File: src/rtl/pc_sequencer.sv
// rtl/pc_sequencer.sv - PC sequencer: fetch/exec handshake, branch/jump redirect, misaligned-target trap.
// Optional branch statistics counters (br_count/br_taken) under `ifdef BRANCH_STATS_EN.
module pc_sequencer #(
  parameter int              XLEN     = 32,
  parameter logic [XLEN-1:0] RESET_PC = 'h0000_0000,
  parameter logic [XLEN-1:0] TRAP_PC  = 'h0000_0100
) (
  input  logic            clk,
  input  logic            rst,
  output logic            imem_req,
  output logic [XLEN-1:0] imem_addr,
  input  logic            imem_ready,
  input  logic            stall,
  input  logic            is_branch,
  input  logic            is_jump,
  input  logic            branch_next,
  input  logic [XLEN-1:0] target,
  output logic [XLEN-1:0] pc,
  output logic [XLEN-1:0] pc_plus4,
  output logic            flush,
  output logic            trap,
`ifdef BRANCH_STATS_EN
  output logic [31:0]     br_count,
  output logic [31:0]     br_taken,
`endif
  output logic            exec_en
);

  typedef enum logic [1:0] {
    BOOT  = 2'd0,
    FETCH = 2'd1,
    EXEC  = 2'd2,
    TRAP  = 2'd3
  } state_t;

  state_t state;
  logic   redirect;
  logic   misaligned;

  assign pc_plus4   = pc + XLEN'(4);
  assign imem_addr  = pc;
  // Jump outranks the conditional branch; branch_next only matters for a branch.
  assign redirect   = is_jump | (is_branch & branch_next);
  assign misaligned = (target[1:0] != 2'b00);

  always_ff @(posedge clk) begin
    if (rst) begin
      state    <= BOOT;
      pc       <= RESET_PC;
      imem_req <= 1'b0;
      flush    <= 1'b0;
      trap     <= 1'b0;
      exec_en  <= 1'b0;
`ifdef BRANCH_STATS_EN
      br_count <= 32'd0;
      br_taken <= 32'd0;
`endif
    end else begin
      flush <= 1'b0;
      trap  <= 1'b0;
      case (state)
        BOOT: begin
          state    <= FETCH;
          imem_req <= 1'b1;
        end
        FETCH: begin
          if (imem_ready && !stall) begin
            state    <= EXEC;
            imem_req <= 1'b0;
            exec_en  <= 1'b1;
          end
        end
        EXEC: begin
          if (!stall) begin
            exec_en <= 1'b0;
            if (redirect && misaligned) begin
              pc    <= TRAP_PC;
              flush <= 1'b1;
              trap  <= 1'b1;
              state <= TRAP;
            end else begin
              pc       <= redirect ? target : pc_plus4;
              flush    <= redirect;
              state    <= FETCH;
              imem_req <= 1'b1;
            end
`ifdef BRANCH_STATS_EN
            if (is_branch && (br_count != 32'hFFFF_FFFF))
              br_count <= br_count + 32'd1;
            if (is_branch && redirect && (br_taken != 32'hFFFF_FFFF))
              br_taken <= br_taken + 32'd1;
`endif
          end
        end
        TRAP: begin
          state    <= FETCH;
          imem_req <= 1'b1;
        end
        default: begin
          state    <= BOOT;
          imem_req <= 1'b0;
          exec_en  <= 1'b0;
        end
      endcase
    end
  end

endmodule

File: config.mk
export PLATFORM = sky130hd
export DESIGN_NAME = pc_sequencer
export DESIGN_NICKNAME = d
export VERILOG_FILES = /design/src/rtl/pc_sequencer.sv
export SDC_FILE = /design/constraint.sdc
export NUM_CORES = 1
export LEC_CHECK = 0
export ABC_AREA = 1
export BUFFER_PORTS_ARGS = -buffer_cell sky130_fd_sc_hd__buf_4
export CAP_MARGIN = 20
export CORE_UTILIZATION = 47
export DETAILED_ROUTE_END_ITERATION = 7
export GPL_TIMING_DRIVEN = 1
export PLACE_DENSITY = 0.87
export SYNTH_ARGS = -nofsm -noshare
export SYNTH_HDL_FRONTEND = slang
export SYNTH_SLANG_ARGS = --single-unit
File: constraint.sdc
create_clock -name clk -period 1.7 [get_ports clk]
set_input_delay 0 -clock clk [delete_from_list [all_inputs] [get_ports clk]]
set_output_delay 0 -clock clk [all_outputs]
set_load 0.01 [all_outputs]
==> results of run 1 <==
## per-layer routing
metal	part of all wire	wire length (um)
met1	0.42	3840
met2	0.50	4570
met3	0.070	646
met4	0.017	156
met5	0	0
## registers in the layout, indices dropped and copies added (netlist names)
register and cells:
imem_addr 32, state 2, exec_en 1, flush 1
imem_req 1, trap 1
## cells in the mapped netlist, types with 2 or more instances
master                     number
sky130_fd_sc_hd__inv_1         41
sky130_fd_sc_hd__dfxtp_1       38
sky130_fd_sc_hd__xnor2_1        3
sky130_fd_sc_hd__nor2_4         6
sky130_fd_sc_hd__inv_2          2
sky130_fd_sc_hd__nor2_2         4
sky130_fd_sc_hd__o21ai_0       33
sky130_fd_sc_hd__nand3_1       33
sky130_fd_sc_hd__o21ai_1       10
sky130_fd_sc_hd__nand2_2        4
sky130_fd_sc_hd__xor2_1         4
sky130_fd_sc_hd__o211ai_1       2
sky130_fd_sc_hd__clkbuf_1       6
sky130_fd_sc_hd__and2_1         2
sky130_fd_sc_hd__buf_2          7
sky130_fd_sc_hd__nand3b_1       2
sky130_fd_sc_hd__a21oi_1        4
sky130_fd_sc_hd__nor2_1        69
sky130_fd_sc_hd__buf_4         34
sky130_fd_sc_hd__nand2_1      173
## timing repair
action | 4_1_cts | 5_1_grt
endpoints found under the setup margin | 18 | 21
buffers inserted | 2 | 6
hold buffers | 5 | 0
resized for setup | 17 | 47
hold endpoints to repair | 7 | 0
pin swaps | 2 | 15
## cells by family after synthesis
kind of cell,Yosys count,synth area share
DFF,38,0.268
xor gates and xnor gates,7,0.0216
buffers and inverters,90,0.167
AOI/OAI and AO/OA,53,0.0990
and+or+nand+nor,296,0.437
adders and majority gates,1,0.00440
muxes,1,0.00352
## worst max-delay path by stage
stage / startpoint / end / slack [ps] / cells after the start
3_5_place_dp: imem_addr[2] / imem_addr[22] / 70 / 10
3_3_place_gp: imem_addr[2] / imem_addr[22] / 130 / 10
6_report: imem_addr[2] / pc_plus4[20] / 20 / 9
5_1_grt: imem_addr[2] / pc_plus4[20] / -40 / 9
2_1_floorplan: imem_addr[3] / imem_addr[12] / 150 / 8
4_1_cts: imem_addr[2] / pc_plus4[28] / -10 / 9
## worst reg2reg max path, cell delays in order (launching register included)
cell                      delay [ps]
sky130_fd_sc_hd__dfxtp_4         380
sky130_fd_sc_hd__ha_4            160
sky130_fd_sc_hd__nand2_4          50
sky130_fd_sc_hd__nor2_4          120
sky130_fd_sc_hd__nand2_4         120
sky130_fd_sc_hd__nor2_4          180
sky130_fd_sc_hd__nand2_1          80
sky130_fd_sc_hd__nand2_1          90
sky130_fd_sc_hd__buf_4           110
sky130_fd_sc_hd__nand3_1          60
sky130_fd_sc_hd__nand2_1          60
sky130_fd_sc_hd__nand2_1          50
## final cells by class
class	count	area, um2	share of cell area
Clock inverter	3	40.0	0.00958
Tap cell	72	90.1	0.0215
Sequential cell	38	803	0.192
Clock buffer	5	68.8	0.0165
Inverter	43	161	0.0386
Multi-Input combinational cell	358	1730	0.414
Timing Repair Buffer	168	1280	0.307
## where the power goes
| part | switching, mW | total, mW | internal (mW) |
|---|---|---|---|
| clock | 0.348 | 0.781 | 0.433 |
| combinational | 0.137 | 0.270 | 0.134 |
| sequential | 0.0128 | 0.902 | 0.889 |
| total | 0.497 | 1.95 | 1.46 |
## layout by cell type (no fill, tap or decap), types with 3 or more instances in the layout
cell type	count
sky130_fd_sc_hd__clkbuf_8	5
sky130_fd_sc_hd__xor2_1	4
sky130_fd_sc_hd__nand3_1	32
sky130_fd_sc_hd__nand2_2	12
sky130_fd_sc_hd__dlygate4sd3_1	5
sky130_fd_sc_hd__nand2_1	163
sky130_fd_sc_hd__buf_4	160
sky130_fd_sc_hd__o21ai_0	32
sky130_fd_sc_hd__nor2_1	56
sky130_fd_sc_hd__dfxtp_1	20
sky130_fd_sc_hd__o21ai_1	11
sky130_fd_sc_hd__nand2_4	3
sky130_fd_sc_hd__dfxtp_4	8
sky130_fd_sc_hd__dfxtp_2	10
sky130_fd_sc_hd__nor2_4	11
sky130_fd_sc_hd__nor2_2	12
sky130_fd_sc_hd__a21oi_1	4
sky130_fd_sc_hd__inv_1	41
sky130_fd_sc_hd__buf_6	3
## metrics by stage
step	TNS [ps]	utilization	instances
finish	0	0.737	687
global placement	0	0.668	666
detailed placement	0	0.668	666
floorplan	0	-	486
CTS	-12.9	0.706	681
global route	-108	0.737	687
==> summary.txt, run 1 <==
run status: finished clean
mean post-synth cell area: 5.85 um2
clk slew on worst S/H paths: 90 ps
Hold Vio Cnt, Final: 0
CTS H-tree lvls: 2
number of cells traversed by the worst hold path: 3
Worst-Skew Late Latency: 290 ps
final net count: 654
largest fanout on the critical path: 7
cell with the largest stage delay on the worst path: sky130_fd_sc_hd__dfxtp_4
Filler Cells Inserted: 455
Synthesized Nets: 526
number of primary I/O pins: 139
nature of the critical path endpoint: output port
Final Cycle Share: 0.986
Tot Pwr: 1.95 mW
largest net degree at the start of global routing: 27
proportion of layout cells with a drive suffix above 1: 0.379
via density per instance: 5.03
Root Buffer: sky130_fd_sc_hd__clkbuf_8
setup clock skew after layout: 7.47 ps
data arrival at the endpoint of the critical path: 1680 ps
number of slew-limit violations in the final report: 0
hold_sp: target[8]
worst-case reg-to-reg path depth: 11
total overflow reported by the global router: 0
met3 usage in global routing: 0.0594
post-layout min period: 1680 ps
final worst-path setup slack: 24.0 ps
Area after DPL: 3790 um2
crit path kind: flop to output port
cell types with the largest area share after synthesis: sky130_fd_sc_hd__dfxtp_1 (27%), sky130_fd_sc_hd__nand2_1 (23%), sky130_fd_sc_hd__nor2_1 (9.1%)
worst hold slack after final layout: 5.54 ps
reg-to-reg setup timing slack: 150 ps
fraction of met2 tracks used by global routing: 0.526
Die Area: 6360 um2
antenna viol nets, final: 0
DRC: 0
Yosys warning count: 0
GPL Wtd Cong: 0.890
P&R area growth vs syn: 47.1%
worst IR drop on VDD: 0.000580 V
static leakage: 2.07 nW
GRT Util Overall: 0.294
Die Ht: 79.8 um
first-pass GRT wire length: 14,700 um
#FFs+latches synth: 38
initial DRC count: 198
commonest register cell after synthesis: sky130_fd_sc_hd__dfxtp_1
CTS Buf Count: 5
Clock Sinks: 38
starting density of the core: 0.501
origin of the critical flop-to-flop path: imem_addr[2]
slew at the pin with the worst max-slew slack: 465 ps
required time of the critical path: 1700 ps
horizontal die dimension: 79.8 um
cell area after synthesis: 2840 um2
number of global-route vias before repair: 3,222
RSZ-0062 raised after global routing: yes
standard-cell row count: 27
pre-CTS setup slack: 72.6 ps
area leader, netlist: sky130_fd_sc_hd__dfxtp_1
total via count after detailed routing: 3,457
HPWL Detailed: 6880 um
number of enable flip-flop cells after synthesis: 0
WL/cell: 13.4 um
met1 Use GR: 0.353
setup violators final: 0
antenna diode instance count: 0
most used cell along the critical path: sky130_fd_sc_hd__nand2_1
TritonCTS clock tree: built
buffers from clock root to sink, at most: 2
initial antenna violation count: 0
synth unique cells: 29
routing layer with the top usage in global route: met2
post-detailed-routing wire length: 9210 um
list of cells traversed by the critical path: ha_4 > nand2_4 > nor2_4 > nand2_4 > nor2_4 > nand2_1 > nand2_1 > nand2_1 > buf_6
area of the placeable core: 5680 um2
Endpoint, Worst Hold: imem_addr[8]
CP bufs+invs: 1
PortBufs: 138
share of Yosys cell area claimed by the top area cell type: 0.268
asr flop ratio synth: 0
sequential-to-total area share from yosys stat: 0.268
CP top delay family: simple AND/OR/NAND/NOR gates
f_max: 0.597 GHz
class of the tightest hold or removal check: input pin to flop
DRT Pass-1 Iters: 4
Power Dens Cells: 467 nW/um2
MaxCap Viol Count: 0
Rel. slew slack: 0.690
critical path's largest stage delay: 380 ps
gate count after technology mapping: 486
worst r2r dst: imem_addr[20]
type of origin of the critical path: flop
post-route design area: 4180 um2
No activity file was read; power rests on OpenSTA's default activity.
==> run 2, diff against run 1 <==
MAX_ROUTING_LAYER = met4   (was default)
==> run 2 against run 1 <==
Compared with the run above: the run now ends with negative setup slack left; fmax down 2.7%; cell count is 0.29% lower; clock-buffer cell count is the same; non-clock buffer count is 2 lower; utilization fell by 0.57 points; flip-flop and latch count stayed put; clock skew increased by 2.5 ps; die area did not move; global-route usage grew 1.0 points; largest cell class unchanged; largest power group unchanged; highest routed layer unchanged.
==> summary.txt, run 2 (synthesis gave the netlist of run 1 again) <==
total via count after detailed routing: 3,471 (+0.40%)
Rel. slew slack: 0.681 (-0.00832)
horizontal die dimension: 79.8 um (unchanged)
starting density of the core: 0.501 (unchanged)
clk slew on worst S/H paths: 80 ps (about the same)
violations in the final reports: negative setup slack
MaxCap Viol Count: 0 (unchanged)
WL/cell: 13.8 um (+3.2%)
number of primary I/O pins: 139 (unchanged)
post-layout min period: 1720 ps (+45.7 ps)
area of the placeable core: 5680 um2 (unchanged)
Hold Vio Cnt, Final: 0 (unchanged)
post-detailed-routing wire length: 9480 um (+2.9%)
nature of the critical path endpoint: output port
initial DRC count: 176 (-11%)
CTS Buf Count: 5 (unchanged)
GRT Util Overall: 0.304 (+0.0102)
setup violators final: 1 (+1)
Worst-Skew Late Latency: 300 ps (about the same)
DRT Pass-1 Iters: 4 (unchanged)
first-pass GRT wire length: 14,700 um (-0.14%)
Die Area: 6360 um2 (unchanged)
antenna diode instance count: 0 (unchanged)
Non-Filler Instances: 685 (-0.29%)
run status: complete, but fails checks
class of the tightest hold or removal check: input pin to flop
reg-to-reg setup timing slack: 160 ps (about the same)
proportion of layout cells with a drive suffix above 1: 0.362 (-0.0167)
final worst-path setup slack: -21.8 ps (-45.7 ps)
crit path kind: flop to output port
commonest non-fill, non-tap cells in the layout: sky130_fd_sc_hd__nand2_1 (166), sky130_fd_sc_hd__buf_4 (157), sky130_fd_sc_hd__nor2_1 (58)
Root Buffer: sky130_fd_sc_hd__clkbuf_8
slew at the pin with the worst max-slew slack: 477 ps (+12.5 ps)
required time of the critical path: 1700 ps (about the same)
total overflow reported by the global router: 0 (unchanged)
static leakage: 2.07 nW (about the same)
Tot Pwr: 1.96 mW (+0.35%)
GPL Wtd Cong: 0.904 (+1.6%)
TritonCTS clock tree: built
antenna viol nets, final: 0 (unchanged)
initial antenna violation count: 0 (unchanged)
buffers from clock root to sink, at most: 2 (unchanged)
HPWL Detailed: 6930 um (+0.78%)
PortBufs: 138 (unchanged)
Final Cycle Share: 1.01 (+0.0269)
largest net degree at the start of global routing: 27 (unchanged)
number of slew-limit violations in the final report: 0 (unchanged)
type of origin of the critical path: flop
via density per instance: 5.07 (+0.70%)
CTS H-tree lvls: 2 (unchanged)
Die Ht: 79.8 um (unchanged)
max FFs per register: 32 (unchanged)
data arrival at the endpoint of the critical path: 1720 ps (+40 ps)
largest fanout on the critical path: 4 (-3)
P&R area growth vs syn: 46.0%
RSZ-0062 raised after global routing: yes
f_max: 0.581 GHz (-2.7%)
number of global-route vias before repair: 3,240 (+0.56%)
most common cell after layout, fill and taps aside: sky130_fd_sc_hd__nand2_1
standard-cell row count: 27 (unchanged)
Power Dens Cells: 472 nW/um2 (+1.1%)
DRC: 0 (unchanged)
worst IR drop on VDD: 0.000353 V (-39%)
final net count: 652 (-0.31%)
setup clock skew after layout: 9.95 ps (+2.49 ps)
Clock Sinks: 38 (unchanged)
Cells after DPL: 666 (unchanged)
==> run 2: cell types whose count changed in the layout (fill, tap and decap cells not counted), moves of 2 or more <==
cell	previous run	this run
sky130_fd_sc_hd__buf_4	160	157
sky130_fd_sc_hd__dfxtp_1	20	23
sky130_fd_sc_hd__dfxtp_2	10	12
sky130_fd_sc_hd__dfxtp_4	8	3
sky130_fd_sc_hd__nand2_1	163	166
sky130_fd_sc_hd__nand2_2	12	8
sky130_fd_sc_hd__nor2_1	56	58
sky130_fd_sc_hd__nor2_2	12	9
==> run 2: area by class of cell <==
class                           instances  area (um2)
Clock buffer                            5        68.8
Clock inverter                          3        40.0
Fill cell                             456        1530
Inverter                               43         161
Multi-Input combinational cell        358        1730
Sequential cell                        38         787
Tap cell                               72        90.1
Timing Repair Buffer                  166        1270
==> run 2: worst paths after layout <==
kind                start            end  depth (start not counted)
min reg2reg       exec_en        exec_en                          2
min             target[9]   imem_addr[9]                          3
max reg2reg  imem_addr[3]  imem_addr[12]                          9
max          imem_addr[4]   pc_plus4[11]                          7
==> run 2: timing repair <==
item | CTS | global route
setup endpoints to repair | 18 | 21
endpoints found under the hold margin | 8 | 0
setup buffers | 0 | 5
pin swaps | 3 | 13
hold buffers | 6 | 0
resized for setup | 19 | 34
==> run 2: per-layer routing <==
layer	vias up	track usage	wire (um)
met5	-	-	0
met3	9	0.0480	757
met2	161	0.545	4810
met1	1562	0.346	3830
li1	1739	-	-
met4	0	0.0929	83
==> run 2: through the flow <==
stage                      util  hold WS (ps)  setup slack (ps)  TNS (ps)  area, um2
after floorplan               -          69.1               153         0       2840
after global placement    0.668           220               132         0       3790
final                     0.731          23.4             -21.8     -21.8       4150
after CTS                 0.706          12.3             -3.35     -3.35       4010
after global routing      0.731          29.6             -83.5      -646       4150
after detailed placement  0.668           219              71.3         0       3790
==> run 2: critical path, cell delays in order (launching register included) <==
cell and delay, ps:
sky130_fd_sc_hd__dfxtp_2 380, sky130_fd_sc_hd__nand2_1 120, sky130_fd_sc_hd__nor2_4 200, sky130_fd_sc_hd__nand3b_1 240, sky130_fd_sc_hd__buf_4 210, sky130_fd_sc_hd__nand2_1 70, sky130_fd_sc_hd__nand2_1 60, sky130_fd_sc_hd__buf_4 140
==> run 2: power by group <==
| group | total, mW | switching, mW | internal [mW] |
|---|---|---|---|
| Clock | 0.778 | 0.345 | 0.432 |
| Combinational | 0.272 | 0.137 | 0.135 |
| Sequential | 0.910 | 0.0132 | 0.897 |
==> run 3, diff against run 2 <==
RECOVER_POWER = 50   (was default)
==> run 3 against run 2 <==
Compared with the run above: wire length rose by 0.22%; die area did not move; highest routed layer unchanged; global-route usage did not move; critical path type unchanged; the flow still finishes with violations (negative setup slack).
==> summary.txt, run 3 (synthesis gave the netlist of run 1 again) <==
run status: complete, but fails checks
violations in the final reports: negative setup slack
post-layout min period: 1730 ps (+8.51 ps)
antenna diode instance count: 0 (unchanged)
initial DRC count: 193 (+9.7%)
Die Area: 6360 um2 (unchanged)
data arrival at the endpoint of the critical path: 1730 ps (about the same)
initial antenna violation count: 0 (unchanged)
RSZ-0062 raised after global routing: yes
Cells after DPL: 666 (unchanged)
HPWL Detailed: 6930 um (unchanged)
Power Dens Cells: 473 nW/um2 (+0.21%)
horizontal die dimension: 79.8 um (unchanged)
number of primary I/O pins: 139 (unchanged)
largest fanout on the critical path: 5 (+1)
met3 usage in global routing: 0.0480 (unchanged)
Rel. slew slack: 0.690 (+0.00860)
final worst-path setup slack: -30.3 ps (-8.51 ps)
Final Cycle Share: 1.02 (+0.00500)
proportion of layout cells with a drive suffix above 1: 0.354 (-0.00816)
static leakage: 2.05 nW (-1.0%)
class of the tightest hold or removal check: input pin to flop
final net count: 652 (unchanged)
total via count after detailed routing: 3,521 (+1.4%)
number of slew-limit violations in the final report: 0 (unchanged)
Filler Cells Inserted: 460 (+0.88%)
first-pass GRT wire length: 14,700 um (unchanged)
buffers from clock root to sink, at most: 2 (unchanged)
worst IR drop on VDD: 0.000345 V (-2.2%)
Hold Vio Cnt, Final: 0 (unchanged)
slew at the pin with the worst max-slew slack: 464 ps (-12.9 ps)
Die Ht: 79.8 um (unchanged)
DRC: 0 (unchanged)
WL/cell: 13.9 um (+0.22%)
max FFs per register: 32 (unchanged)
GPL Wtd Cong: 0.904 (unchanged)
number of global-route vias before repair: 3,240 (unchanged)
routing layer with the top usage in global route: met2
met1 Use GR: 0.346 (unchanged)
commonest non-fill, non-tap cells in the layout: sky130_fd_sc_hd__nand2_1 (166), sky130_fd_sc_hd__buf_4 (152), sky130_fd_sc_hd__nor2_1 (58)
most common cell after layout, fill and taps aside: sky130_fd_sc_hd__nand2_1
area of the placeable core: 5680 um2 (unchanged)
crit path kind: flop to output port
CTS Buf Count: 5 (unchanged)
setup violators final: 1 (unchanged)
standard-cell row count: 27 (unchanged)
Worst-Skew Late Latency: 300 ps (about the same)
GRT Util Overall: 0.304 (unchanged)
clk slew on worst S/H paths: 80 ps (about the same)
CTS H-tree lvls: 2 (unchanged)
Clock Sinks: 38 (unchanged)
P&R area growth vs syn: 45.3%
MaxCap Viol Count: 0 (unchanged)
Root Buffer: sky130_fd_sc_hd__clkbuf_8
PortBufs: 138 (unchanged)
type of origin of the critical path: flop
f_max: 0.578 GHz (-0.49%)
total overflow reported by the global router: 0 (unchanged)
required time of the critical path: 1700 ps (about the same)
reg-to-reg setup timing slack: 160 ps (about the same)
Non-Filler Instances: 685 (unchanged)
DRT Pass-1 Iters: 5 (+1)
TritonCTS clock tree: built
via density per instance: 5.14 (+1.4%)
Tot Pwr: 1.95 mW (-0.24%)
starting density of the core: 0.501 (unchanged)
largest net degree at the start of global routing: 27 (unchanged)
fraction of met2 tracks used by global routing: 0.545 (unchanged)
setup clock skew after layout: 9.52 ps (-0.435 ps)
nature of the critical path endpoint: output port
antenna viol nets, final: 0 (unchanged)
post-detailed-routing wire length: 9500 um (+0.22%)
[run 3: changes by cell type in the layout (fill, tap and decap cells not counted)]
cell	delta
sky130_fd_sc_hd__buf_4	-5
sky130_fd_sc_hd__clkbuf_1	+5
[run 3: area by class of cell]
type,instances,area [um2],share of cell area
Inverter,43,161,0.0391
Multi-Input combinational cell,358,1730,0.419
Tap cell,72,90.1,0.0218
Clock inverter,3,40.0,0.00969
Sequential cell,38,787,0.191
Clock buffer,5,68.8,0.0167
Timing Repair Buffer,166,1250,0.304
[run 3: stage by stage]
step	util	area (um2)	setup WS (ps)	TNS [ps]	hold WS, ps
6_report	0.728	4130	-30.3	-30.3	24.0
3_3_place_gp	0.668	3790	132	0	220
4_1_cts	0.706	4010	-3.35	-3.35	12.3
5_1_grt	0.728	4130	-83.5	-646	29.6
2_1_floorplan	-	2840	153	0	69.1
3_5_place_dp	0.668	3790	71.3	0	219
[run 3: worst max-delay path: stages, from the launching register on]
cell	delay, ps
sky130_fd_sc_hd__dfxtp_4	390
sky130_fd_sc_hd__nand2_1	110
sky130_fd_sc_hd__nor2_4	200
sky130_fd_sc_hd__nand3b_1	250
sky130_fd_sc_hd__buf_4	210
sky130_fd_sc_hd__nand2_1	70
sky130_fd_sc_hd__nand2_1	60
sky130_fd_sc_hd__buf_4	140
[run 3: routing by layer]
metal	wire length [um]	share of wire
met5	0	0
met4	80	0.0084
met3	646	0.068
met2	4830	0.51
met1	3940	0.42
[run 3: worst paths after layout]
kind,start,end,depth (start not counted)
worst max-delay path,imem_addr[3],pc_plus4[11],7
worst min-delay path,target[9],imem_addr[9],3
worst max register to register,imem_addr[3],imem_addr[12],9
worst min register to register,exec_en,exec_en,2
[run 3: power by group]
group / internal, mW / switching (mW) / leakage [nW]
sequential: 0.897 / 0.0130 / 0.316
clock: 0.432 / 0.344 / 0.0579
combinational: 0.131 / 0.138 / 1.68
total: 1.46 / 0.495 / 2.05
[run 3: timing repair]
action                                  CTS  global route
gates resized for setup                  19            34
pin swaps                                 3            13
hold buffers                              6             0
buffers inserted                          0             5
hold endpoints to repair                  8             0
endpoints found under the setup margin   18            21
gates cloned                              0             0
